File: src/rtl/uart_rx_ctrl_pkg.sv
// Shared UART definitions: FSM state encoding, frame geometry and the parity rule.
// The TX side imports the same package so both ends agree on the frame format.
package uart_rx_ctrl_pkg;

  // Receiver sequencing states, exported on the debug port of uart_rx_ctrl.
  typedef enum logic [2:0] {
    ST_IDLE   = 3'd0,
    ST_START  = 3'd1,
    ST_DATA   = 3'd2,
    ST_PARITY = 3'd3,
    ST_STOP   = 3'd4
  } rx_state_e;

  // Frame: start, DATA_BITS data (LSB first), parity, stop.
  localparam int unsigned DATA_BITS       = 8;
  localparam int unsigned POST_START_BITS = DATA_BITS + 2;

  // Parity-mode selector values for the PARITY_ODD parameter.
  localparam bit PARITY_MODE_EVEN = 1'b0;
  localparam bit PARITY_MODE_ODD  = 1'b1;

  // True when the data byte plus its parity bit has the parity the mode asks for.
  function automatic logic rx_parity_ok(input logic [DATA_BITS-1:0] data,
                                        input logic                 pbit,
                                        input logic                 odd);
    return (((^data) ^ pbit) == odd);
  endfunction

endpackage

File: src/rtl/uart_rx_ctrl_fifo.sv
// Small synchronous first-word-fall-through FIFO holding received bytes.
// Pointers carry one extra MSB so full and empty are distinguishable.
// DEPTH must be a power of two, 2 or larger.
module rx_fifo #(
  parameter int unsigned WIDTH = 8,
  parameter int unsigned DEPTH = 4
) (
  input  logic             clk,
  input  logic             rst_n,
  input  logic             push,
  input  logic [WIDTH-1:0] din,
  input  logic             pop,
  output logic             push_ok,
  output logic [WIDTH-1:0] dout,
  output logic             full,
  output logic             empty
);

  localparam int unsigned AW = $clog2(DEPTH);

  logic [WIDTH-1:0] mem_q [DEPTH];
  logic [AW:0]      wr_q, wr_d;
  logic [AW:0]      rd_q, rd_d;
  logic             pop_do;
  logic             push_do;

  // Status, acceptance and next-pointer logic. A push into a full FIFO is
  // accepted when a pop frees the head slot on the same edge.
  always_comb begin
    empty   = (wr_q == rd_q);
    full    = (wr_q[AW] != rd_q[AW]) && (wr_q[AW-1:0] == rd_q[AW-1:0]);
    pop_do  = pop & ~empty;
    push_ok = ~full | pop_do;
    push_do = push & push_ok;
    wr_d    = push_do ? (wr_q + 1'b1) : wr_q;
    rd_d    = pop_do  ? (rd_q + 1'b1) : rd_q;
    dout    = empty ? '0 : mem_q[rd_q[AW-1:0]];
  end

  // Pointer registers.
  always_ff @(posedge clk or negedge rst_n) begin
    if (!rst_n) begin
      wr_q <= '0;
      rd_q <= '0;
    end else begin
      wr_q <= wr_d;
      rd_q <= rd_d;
    end
  end

  // Storage array; contents are don't-care until written, reads are gated by empty.
  always_ff @(posedge clk) begin
    if (push_do) begin
      mem_q[wr_q[AW-1:0]] <= din;
    end
  end

endmodule

File: src/rtl/uart_rx_ctrl.sv
// UART receive controller: synchronizes the serial line, times the bit
// samples, validates parity and stop, and queues good bytes in rx_fifo.
//
// Host handshake: o_valid means o_dataout holds the FIFO head. The head is
// consumed on a rising edge where o_valid and i_rd_en are both high; i_rd_en
// while o_valid is low has no effect. The next entry appears the cycle after.
module uart_rx_ctrl
  import uart_rx_ctrl_pkg::*;
#(
  parameter int unsigned CLKS_PER_BIT = 8,
  parameter int unsigned FIFO_DEPTH   = 4,
  parameter bit          PARITY_ODD   = PARITY_MODE_ODD
) (
  input  logic      i_clk,
  input  logic      i_reset,
  input  logic      i_datain,
  input  logic      i_rd_en,
  input  logic      i_clr_err,
  output logic [7:0] o_dataout,
  output logic      o_valid,
  output logic      o_full,
  output logic      o_parity_err,
  output logic      o_frame_err,
  output logic      o_overrun,
  output rx_state_e o_dbg_state
);

  localparam int unsigned    CNT_W     = $clog2(CLKS_PER_BIT);
  localparam logic [CNT_W-1:0] HALF_LAST = CNT_W'(CLKS_PER_BIT / 2 - 1);
  localparam logic [CNT_W-1:0] FULL_LAST = CNT_W'(CLKS_PER_BIT - 1);
  localparam logic [2:0]     LAST_BIT  = 3'(DATA_BITS - 1);

  rx_state_e              state_q, state_d;
  logic [1:0]             sync_q, sync_d;
  logic [CNT_W-1:0]       cnt_q, cnt_d;
  logic [2:0]             bit_idx_q, bit_idx_d;
  logic [DATA_BITS-1:0]   shift_q, shift_d;
  logic                   par_ok_q, par_ok_d;
  logic                   armed_q, armed_d;
  logic                   perr_q, perr_d;
  logic                   ferr_q, ferr_d;
  logic                   ovr_q, ovr_d;

  logic                   s;
  logic                   push_req;
  logic                   push_ok;
  logic                   perr_set;
  logic                   ferr_set;
  logic                   ovr_set;
  logic                   fifo_empty;
  logic [DATA_BITS-1:0]   fifo_dout;

  // Two-stage synchronizer input: shift the raw line in behind the first stage.
  always_comb begin
    sync_d = {sync_q[0], i_datain};
    s      = sync_q[1];
  end

  // Synchronizer flops idle high so reset never looks like a start bit.
  always_ff @(posedge i_clk or negedge i_reset) begin
    if (!i_reset) begin
      sync_q <= 2'b11;
    end else begin
      sync_q <= sync_d;
    end
  end

  // Frame sequencing: baud counter, bit index, shift register and frame checks.
  always_comb begin
    state_d   = state_q;
    cnt_d     = cnt_q + 1'b1;
    bit_idx_d = bit_idx_q;
    shift_d   = shift_q;
    par_ok_d  = par_ok_q;
    armed_d   = armed_q;
    push_req  = 1'b0;
    perr_set  = 1'b0;
    ferr_set  = 1'b0;
    unique case (state_q)
      ST_IDLE: begin
        cnt_d = '0;
        // A line that has been seen high re-arms start detection.
        if (s) begin
          armed_d = 1'b1;
        end
        if (!s && armed_q) begin
          state_d = ST_START;
        end
      end
      ST_START: begin
        if (cnt_q == HALF_LAST) begin
          cnt_d = '0;
          if (s) begin
            state_d = ST_IDLE;
          end else begin
            state_d   = ST_DATA;
            bit_idx_d = '0;
          end
        end
      end
      ST_DATA: begin
        if (cnt_q == FULL_LAST) begin
          cnt_d   = '0;
          shift_d = {s, shift_q[DATA_BITS-1:1]};
          if (bit_idx_q == LAST_BIT) begin
            state_d = ST_PARITY;
          end else begin
            bit_idx_d = bit_idx_q + 3'd1;
          end
        end
      end
      ST_PARITY: begin
        if (cnt_q == FULL_LAST) begin
          cnt_d    = '0;
          par_ok_d = rx_parity_ok(shift_q, s, PARITY_ODD);
          state_d  = ST_STOP;
        end
      end
      ST_STOP: begin
        if (cnt_q == FULL_LAST) begin
          cnt_d   = '0;
          state_d = ST_IDLE;
          if (!s) begin
            // Broken stop bit: stay disarmed until the line is seen high again.
            ferr_set = 1'b1;
            armed_d  = 1'b0;
          end else if (!par_ok_q) begin
            perr_set = 1'b1;
          end else begin
            push_req = 1'b1;
          end
        end
      end
      default: begin
        state_d = ST_IDLE;
        cnt_d   = '0;
      end
    endcase
  end

  // Sticky error flags; a new error event beats a same-cycle clear.
  always_comb begin
    ovr_set = push_req & ~push_ok;
    perr_d  = perr_set | (perr_q & ~i_clr_err);
    ferr_d  = ferr_set | (ferr_q & ~i_clr_err);
    ovr_d   = ovr_set  | (ovr_q  & ~i_clr_err);
  end

  // Controller state registers.
  always_ff @(posedge i_clk or negedge i_reset) begin
    if (!i_reset) begin
      state_q   <= ST_IDLE;
      cnt_q     <= '0;
      bit_idx_q <= '0;
      shift_q   <= '0;
      par_ok_q  <= 1'b0;
      armed_q   <= 1'b0;
      perr_q    <= 1'b0;
      ferr_q    <= 1'b0;
      ovr_q     <= 1'b0;
    end else begin
      state_q   <= state_d;
      cnt_q     <= cnt_d;
      bit_idx_q <= bit_idx_d;
      shift_q   <= shift_d;
      par_ok_q  <= par_ok_d;
      armed_q   <= armed_d;
      perr_q    <= perr_d;
      ferr_q    <= ferr_d;
      ovr_q     <= ovr_d;
    end
  end

  rx_fifo #(
    .WIDTH (DATA_BITS),
    .DEPTH (FIFO_DEPTH)
  ) u_fifo (
    .clk     (i_clk),
    .rst_n   (i_reset),
    .push    (push_req),
    .din     (shift_q),
    .pop     (i_rd_en),
    .push_ok (push_ok),
    .dout    (fifo_dout),
    .full    (o_full),
    .empty   (fifo_empty)
  );

  // Output mapping.
  always_comb begin
    o_dataout    = fifo_dout;
    o_valid      = ~fifo_empty;
    o_parity_err = perr_q;
    o_frame_err  = ferr_q;
    o_overrun    = ovr_q;
    o_dbg_state  = state_q;
  end

endmodule
File: config.mk
export PLATFORM = sky130hd
export DESIGN_NAME = uart_rx_ctrl
export DESIGN_NICKNAME = d
export VERILOG_FILES = /design/src/rtl/uart_rx_ctrl_pkg.sv /design/src/rtl/uart_rx_ctrl_fifo.sv /design/src/rtl/uart_rx_ctrl.sv
export SDC_FILE = /design/constraint.sdc
export NUM_CORES = 1
export LEC_CHECK = 0
export ABC_AREA = 1
export BUFFER_PORTS_ARGS = -buffer_cell sky130_fd_sc_hd__buf_4
export CAP_MARGIN = 15
export CORE_MARGIN = 5
export CORE_UTILIZATION = 46
export DETAILED_ROUTE_END_ITERATION = 8
export SLEW_MARGIN = 5
export SYNTH_ARGS = -nofsm -noshare
export SYNTH_HDL_FRONTEND = slang
export SYNTH_SLANG_ARGS = --single-unit
File: constraint.sdc
create_clock -name i_clk -period 2.8 [get_ports i_clk]
set_clock_uncertainty 0.1 [all_clocks]
set_input_delay 0.56 -clock i_clk [delete_from_list [all_inputs] [get_ports i_clk]]
set_output_delay 0.56 -clock i_clk [all_outputs]
set_load 0.01 [all_outputs]
==> run_results.csv <==
group,metric,value,unit
flow_run,max-cap-violations,0,
yosys,synth_cells,307,
timing,setup_viol,0,
floorplanning,core_region_area,6390,um^2
yosys,synth-seq-cells,62,
global_routing,antenna_found_initial,0,
floorplanning,die_w,91.3,um
clock_network,cts_buffer_depth,2,
global_routing,grt_pass1_wl,9970,um
yosys,ys_warn_count,0,
floorplanning,die-area,8340,um^2
worst_hold_path,hold_path_class,"in2async",
timing,tns,0,ps
yosys,async_flop_share,48.4,%
clock_network,cts_tree,"yes",
final_layout,synthToLayoutAreaGrowth,14.0,%
global_routing,grt_pass1_vias,2059,
yosys,synth_common_cells,"69 x nand2_1, 42 x inv_1, 34 x nor2_1, 32 x edfxtp_1, 28 x dfrtp_1",
worst_setup_path,cp_max_fo,17,
worst_setup_path,reg2reg_slack,490,ps
global_routing,grt_max_degree,31,
timing,slew_headroom,54.9,%
yosys,synth-edff-count,32,
pwr,power_density,831,nW/um^2
timing,fmax,393,MHz
yosys,synth-main-ff-cell,"edfxtp_1",
final_layout,nets,351,
timing,tightestPinTransition,676,ps
global_routing,track_usage,15.2,%
drt,dr_wl_met2,2670,um
drt,drc,0,
global_routing,grt_overflow,0,
worst_setup_path,startpoint_type,"register",
worst_setup_path,crit_required,2140,ps
yosys,synth_top_area_share,31.6,%
yosys,yosys.area.top_type,"edfxtp_1",
pwr,p_leak,1.56,nW
timing,fin_crit_sh,91.0,%
outcome,status,"finished clean",
pwr,finalPower,2.88,mW
yosys,yosysMostFrequentCell,"nand2_1",
final_layout,antenna_cells,0,
clock_network,cts_setup_buffers,0,
drt,wirelength,5730,um
place,place_congestion,0.755,
yosys,netlist-cell-type-count,35,
drt,wl_met1,2690,um
drt,routedWlPerCell,13.8,um
yosys,syn_area,3040,um^2
worst_setup_path,critical_path_class,"reg2out",
drt,drtIter0Drc,52,
clock_network,cts.clk_slew.worst_paths,70,ps
clock_network,cts_root_buf,"clkbuf_8",
timing,finalHoldViolCount,0,
drt,viasPerCell,5.00,
yosys,yosysSeqAreaShare,56.3,%
drt,vias,2079,
clock_network,cts.sinks,62,
yosys,synthTopCellsByArea,"edfxtp_1 32%, dfrtp_1 23%, nand2_1 8.5%",
clock_network,numCtsBuffers,9,
floorplanning,die_h,91.3,um
place,portBuffers,20,
drt,ant_nets,0,
timing,min_period,2550,ps
final_layout,drive_gt1_share,18.9,%
yosys,syn_avg_cell_area,9.91,um^2
worst_setup_path,worstPathArrival,1890,ps
drt,dr_wl_met3,270,um
timing,finalMaxSlewViolations,0,
floorplanning,initial_utilization,47.6,%
final_layout,final_core_util,54.3,%
clock_network,clock_latency,340,ps
timing,rsz0062_at_grt,"false",
floorplanning,io_pins,21,
worst_setup_path,end_kind,"primary output",
clock_network,holdBufCountCts,0,
place,dpl.hpwl,4010,um
drt,dr.pass1.iters,6,
floorplanning,num_rows,29,
pwr,ir_worst_vdd,0.474,mV
clock_network,htree_levels,3,
yosys,syn_nets,324,
clock_network,post_cts_resized,0,
drt,dr.max_layer_used,"met4",
## routing by layer
layer / up-vias / global-route usage, %
met5: - / 0
met4: 0 / 7.46
met3: 7 / 4.05
met2: 39 / 22.1
met1: 982 / 21.0
li1: 1051 / -
## path summary, 6_finish.rpt
kind,from,to,cells after the start
worst max-delay path,u_fifo.rd_q[0],o_dataout[0],6
min in group i_clk,i_datain,sync_q[0],1
worst min register to register,sync_q[0],sync_q[1],0
worst min-delay path,i_reset,o_dbg_state[1],1
worst max register to register,cnt_q[0],u_fifo.mem_q[2][3],6
max in group asynchronous,i_reset,sync_q[1],1
## cells in the final DEF (no fill, tap or decap), types with 4 or more instances in the layout
master	Yosys	routed
clkbuf_8	0	9
edfxtp_1	32	32
nand3_1	11	11
o32ai_1	9	9
dfrtp_1	28	28
nand2_1	69	69
o21ai_1	11	11
ha_1	12	12
inv_2	4	4
nand2_2	6	6
inv_1	42	42
nor2_1	34	34
buf_4	0	22
a21oi_1	4	4
o21ai_0	14	14
## report_power, final
part           switching [mW]  leakage (nW)  internal, mW
Clock                   0.338         0.105         0.496
Sequential              0.111         0.673          1.02
Combinational           0.524         0.782         0.393
Total                   0.973          1.56          1.91
## logic make-up after synthesis
family | after synthesis | synth area share, %
buf+inv | 54 | 7.36
flops | 62 | 56.3
fa+ha+maj | 12 | 4.93
compound gates | 43 | 8.59
simple gates | 130 | 19.7
xor+xnor | 6 | 3.08
## layout make-up
cell class,count,area [um^2]
Clock inverter,5,73.8
Multi-Input combinational cell,191,1100
Fill cell,577,2920
Clock buffer,11,131
Tap cell,77,96.3
Sequential cell,62,1710
Inverter,48,183
Timing Repair Buffer,22,165
## registers in the layout, summed over array words and instances (netlist names)
signal,count
u_fifo.rd_q,3
u_fifo.mem_q,32
o_parity_err,1
o_dbg_state,3
bit_idx_q,3
o_overrun,1
armed_q,1
u_fifo.wr_q,3
o_frame_err,1
cnt_q,3
sync_q,2
par_ok_q,1
shift_q,8
## critical path, cell delays in order, from the launching register on
cell      delay [ps]
dfrtp_1          450
clkinv_1         450
nor2_1           270
o32ai_1          110
nand2_1           90
inv_1             40
buf_4            130
## through the flow
stage | instances | area, um^2 | worst slack [ps] | hold slack (ps)
after floorplan | 307 | 3040 | 722 | 164
after global placement | 400 | 3260 | 522 | 246
after detailed placement | 400 | 3260 | 457 | 248
after CTS | 416 | 3470 | 238 | 50.8
after global routing | 416 | 3470 | 67.1 | 65.2
final | 416 | 3470 | 253 | 40.7
Power figures use the tool's default switching activity.
